`src/rtl/demapper.sv`:
```
// Hard-decision 802.11a demapper: slices one I/Q point to Nbpsc Gray bits
// and streams them out serially, b0 first, one bit per clock.
//
// state | meaning
// IDLE  | no bits pending; oValid low, ready for a point
// SHIFT | bitsLeft >= 1 bits being presented; ready again on the last bit
module demapper #(
  parameter int W     = 8,
  parameter int THR16 = 64,
  parameter int NSC   = 48
) (
  input  logic         iClk,
  input  logic         iRst,
  input  logic         iRateEN,
  input  logic [3:0]   iRate,
  input  logic         iValid,
  input  logic [W-1:0] iI,
  input  logic [W-1:0] iQ,
  output logic         oReady,
  output logic         oData,
  output logic         oValid,
  output logic         oSymEnd
);

  localparam int SCW = (NSC > 1) ? $clog2(NSC) : 1;
  localparam logic [SCW-1:0] SC_LAST = SCW'(NSC - 1);
  localparam logic [W:0]     THR     = (W+1)'(THR16);
  localparam logic [W:0]     ONE     = (W+1)'(1);

  typedef enum logic {IDLE, SHIFT} stateT;

  stateT          state;
  logic [3:0]     rate;
  logic [3:0]     shiftReg;
  logic [3:0]     slice;
  logic [2:0]     bitsLeft;
  logic [2:0]     nbpsc;
  logic [SCW-1:0] scCnt;
  logic [SCW-1:0] scNext;
  logic [W:0]     iExt, qExt, absI, absQ;
  logic           accept;
  logic           lastBit;

  // Magnitudes carry one extra bit so the most negative sample stays positive.
  always_comb begin
    iExt = {iI[W-1], iI};
    qExt = {iQ[W-1], iQ};
    absI = iI[W-1] ? (~iExt + ONE) : iExt;
    absQ = iQ[W-1] ? (~qExt + ONE) : qExt;
  end

  always_comb begin
    case (rate)
      4'b1101, 4'b1111: nbpsc = 3'd1;
      4'b0101, 4'b0111: nbpsc = 3'd2;
      4'b1001, 4'b1011: nbpsc = 3'd4;
      default:          nbpsc = 3'd1;
    endcase
  end

  always_comb begin
    case (nbpsc)
      3'd4:    slice = {absQ < THR, ~iQ[W-1], absI < THR, ~iI[W-1]};
      3'd2:    slice = {2'b00, ~iQ[W-1], ~iI[W-1]};
      default: slice = {3'b000, ~iI[W-1]};
    endcase
  end

  assign lastBit = (state == SHIFT) && (bitsLeft == 3'd1);
  assign oReady  = ~iRateEN && ((state == IDLE) || lastBit);
  assign accept  = iValid && oReady;

  always_comb begin
    scNext = scCnt;
    if (lastBit) begin
      scNext = (scCnt == SC_LAST) ? '0 : scCnt + 1'b1;
    end
  end

  always_ff @(posedge iClk or posedge iRst) begin
    if (iRst) begin
      state    <= IDLE;
      rate     <= 4'b1101;
      shiftReg <= '0;
      bitsLeft <= '0;
      scCnt    <= '0;
      oData    <= 1'b0;
      oValid   <= 1'b0;
      oSymEnd  <= 1'b0;
    end else if (iRateEN) begin
      // The bit on oData this cycle has already gone out; everything after it is dropped.
      state    <= IDLE;
      rate     <= iRate;
      shiftReg <= '0;
      bitsLeft <= '0;
      scCnt    <= '0;
      oData    <= 1'b0;
      oValid   <= 1'b0;
      oSymEnd  <= 1'b0;
    end else begin
      scCnt <= scNext;
      if (accept) begin
        state    <= SHIFT;
        oData    <= slice[0];
        oValid   <= 1'b1;
        shiftReg <= {1'b0, slice[3:1]};
        bitsLeft <= nbpsc;
        oSymEnd  <= (nbpsc == 3'd1) && (scNext == SC_LAST);
      end else if ((state == SHIFT) && (bitsLeft > 3'd1)) begin
        oData    <= shiftReg[0];
        oValid   <= 1'b1;
        shiftReg <= shiftReg >> 1;
        bitsLeft <= bitsLeft - 3'd1;
        oSymEnd  <= (bitsLeft == 3'd2) && (scNext == SC_LAST);
      end else begin
        state    <= IDLE;
        bitsLeft <= '0;
        oData    <= 1'b0;
        oValid   <= 1'b0;
        oSymEnd  <= 1'b0;
      end
    end
  end

endmodule

```
`config.mk`:
```
export PLATFORM = sky130hd
export DESIGN_NAME = demapper
export DESIGN_NICKNAME = d
export VERILOG_FILES = /design/src/rtl/demapper.sv
export SDC_FILE = /design/constraint.sdc
export NUM_CORES = 1
export LEC_CHECK = 0
export ABC_AREA = 1
export CORE_ASPECT_RATIO = 1.2
export CORE_UTILIZATION = 24
export DETAILED_ROUTE_END_ITERATION = 16
export SLEW_MARGIN = 10
export SYNTH_ARGS = -nofsm -noshare
export SYNTH_HDL_FRONTEND = slang
export SYNTH_SLANG_ARGS = --single-unit
```
`constraint.sdc`:
```
create_clock -name iClk -period 4.65 [get_ports iClk]
set_input_delay 0.93 -clock iClk [delete_from_list [all_inputs] [get_ports iClk]]
set_output_delay 0.93 -clock iClk [all_outputs]
set_load 0.05 [all_outputs]
```
==> reports/summary.txt <==
result of the run = finished clean
mux cell area share after synthesis = 0%
syn nets = 194
Fillers = 525
Hold Crit Class = register to register
CP required = 3.72 ns
GRT overflow = 0
vias per std cell = 4.28
crit path max-delay cell type = clkdlybuf4s50_1
post-DP HPWL = 1880 um
global-route wire length before repair = 4230 um
reg2reg path depth = 11
crit path DAT = 2.32 ns
final setup margin = 1.40 ns
chip height = 80.1 um
CTS Buf Count = 3
Root Driver = clkbuf_8
# resized after CTS = 0
dpl cells = 248
drt initial violations = 12
main combinational cell family by area after synthesis = simple AND/OR/NAND/NOR gates
I/O pin cnt = 28
Antenna diodes = 0
setup TNS = 0 ns
Final Non-Filler Cells = 252
Reg clk slew, reported paths = 0.07 ns
RSZ-0062 raised after global routing = no
Yosys reg bits = 19
DR DRC count = 0
final WL = 2300 um
routability cong. = 0.730
Pwr Density = 222 nW/um2
Crit Path Max Fanout = 2
Clock Skews = 0.00378 ns
Hold Path Depth = 2
critical setup path kind = input pin to output pin
Global Route Usage Sum = 10.3%
worst flop-to-flop path startpoint = rate[3]
post-synthesis compound-gate area fraction = 7.58%
Initial Util = 24.9%
max incr delay on CP = 0.82 ns
Yosys cell types = 30
clock latency on the worst-skew pair = 0.25 ns
FF-to-FF End = shiftReg[0]
worst-margin pin slew = 0.740 ns
largest net degree at the start of global routing = 20
Peak Freq = 0.307 GHz
fin nets = 225
sequential area share after synthesis = 39.2%
vias in the first global route = 1012
core footprint = 4900 um2
CP Cell Sequence = clkdlybuf4s50_1 > nor2_1 > clkdlybuf4s50_1
kind of start point of the critical path = input pin
Max-Cap Viols = 0
wire length per cell = 9.13 um
P&R area growth vs syn = 31.5%
design area = 1610 um2
fin. max-slew vios = 0
initial antenna violation count = 0
Routed Antenna Nets = 0
hold path start = shiftReg[2]
Cell Area, Synth = 1220 um2
Setup-failing EPs final = 0
leakage power = 0.765 nW
proportion of layout cells with a drive suffix above 1 = 13.0%
cells after synthesis = 162
Avg Inst Size Synth = 7.54 um2
commonest non-fill, non-tap cell in the layout = nand2_1
Synth Area in XOR/XNOR = 1.43%
DR vias = 1079
# rows = 28
most used cell, CP = clkdlybuf4s50_1
dpl cell area = 1560 um2
hold-fix buffer count after cts = 0
CTS tree = done
slew margin rel. = 50.6%
peak supply drop = 0.0981 mV
commonest non-fill, non-tap cells in the layout = nand2_1 (46), clkdlybuf4s50_1 (26), inv_1 (20)
IO buf count = 26
period utilization = 69.9%
Die Wd = 67.1 um
H-tree Lvls = 1
Reg2Reg Setup Slack = 2.68 ns
Crit. End Element = output pin
Fin. Hold Viols = 0
Post-Synth Simple-Gate Area = 35.6%
hold-critical path endpoint = shiftReg[2]
postcts setup bufs = 0
Synth Area in Adders = 8.20%
Clock Path Buffers = 2
Synth Warn # = 0
1st-pass router iterations = 4
die area = 5380 um2
CTS sink cnt = 19
Min Clock Period, post-route = 3.25 ns
worst slack at placement = 1.38 ns
[per-layer routing]
| metal | GRT usage [%] | routed length, um |
|---|---|---|
| met2 | 16.9 | 1140 |
| met4 | 4.47 | 43 |
| met5 | 0 | 0 |
| met1 | 12.8 | 1030 |
| met3 | 1.99 | 86 |
[registers in the layout, summed over array words and instances (netlist names)]
name	flops
rate	3
oData	1
bitsLeft	3
shiftReg	3
state	1
oValid	1
oSymEnd	1
scCnt	6
[worst max path at each step]
stage                  from  endpoint  slack, ns  cells past startpoint
floorplan           iRateEN    oReady       1.95                      2
global placement    iRateEN    oReady       1.36                      3
detailed placement  iRateEN    oReady       1.38                      3
CTS                 iRateEN    oReady       1.38                      3
global route        iRateEN    oReady       1.32                      3
finish              iRateEN    oReady       1.40                      3
[Yosys cell counts, drive strengths merged]
library cell | number | area, um2
a21boi | 1 | 7.51
a21oi | 6 | 45.1
and3 | 1 | 6.26
clkbuf | 1 | 3.75
clkinv | 1 | 3.75
dfrtp | 16 | 400
dfstp | 3 | 78.8
ha | 8 | 100
inv | 24 | 90.1
nand2 | 49 | 191
nand3 | 13 | 87.6
nand4 | 5 | 31.3
nor2 | 23 | 96.3
nor3 | 2 | 15.0
o211a | 1 | 10.0
o211ai | 1 | 7.51
o21ai | 3 | 15.0
o21bai | 1 | 7.51
or2 | 1 | 6.26
xnor2 | 1 | 8.76
xor2 | 1 | 8.76
[layout make-up]
class | count | area [um2] | area share [%]
Clock buffer | 4 | 45.0 | 2.81
Multi-Input combinational cell | 117 | 644 | 40.1
Timing Repair Buffer | 27 | 268 | 16.7
Inverter | 25 | 93.8 | 5.85
Sequential cell | 19 | 479 | 29.9
Tap cell | 60 | 75.1 | 4.68
[power by group]
group	switching, mW	internal (mW)
sequential	0.00307	0.172
combinational	0.0348	0.0311
clock	0.0545	0.0609
total	0.0924	0.264
[kinds of logic after synthesis]
kind of cell	Yosys count
AND/OR/NAND/NOR	94
buffers and inverters	26
flip-flops	19
AO/OA/AOI/OAI	13
adder cells (fa/ha/maj)	8
XOR/XNOR	2
[metrics by stage]
stage | utilization (%) | power, mW | hold slack [ns]
finish | 32.7 | 0.356 | 0.475
global route | 32.7 | 0.377 | 0.498
CTS | 32.7 | 0.361 | 0.478
detailed placement | 31.8 | 0.245 | 0.459
global placement | 31.8 | 0.245 | 0.457
floorplan | - | 0.214 | 0.442
[worst max-delay path, delay by kind of cell]
family,cells,cell delay [ns]
buffers and inverters,2,1.27
and+or+nand+nor,1,0.13
Note: power is estimated with default switching activity, not from simulation.
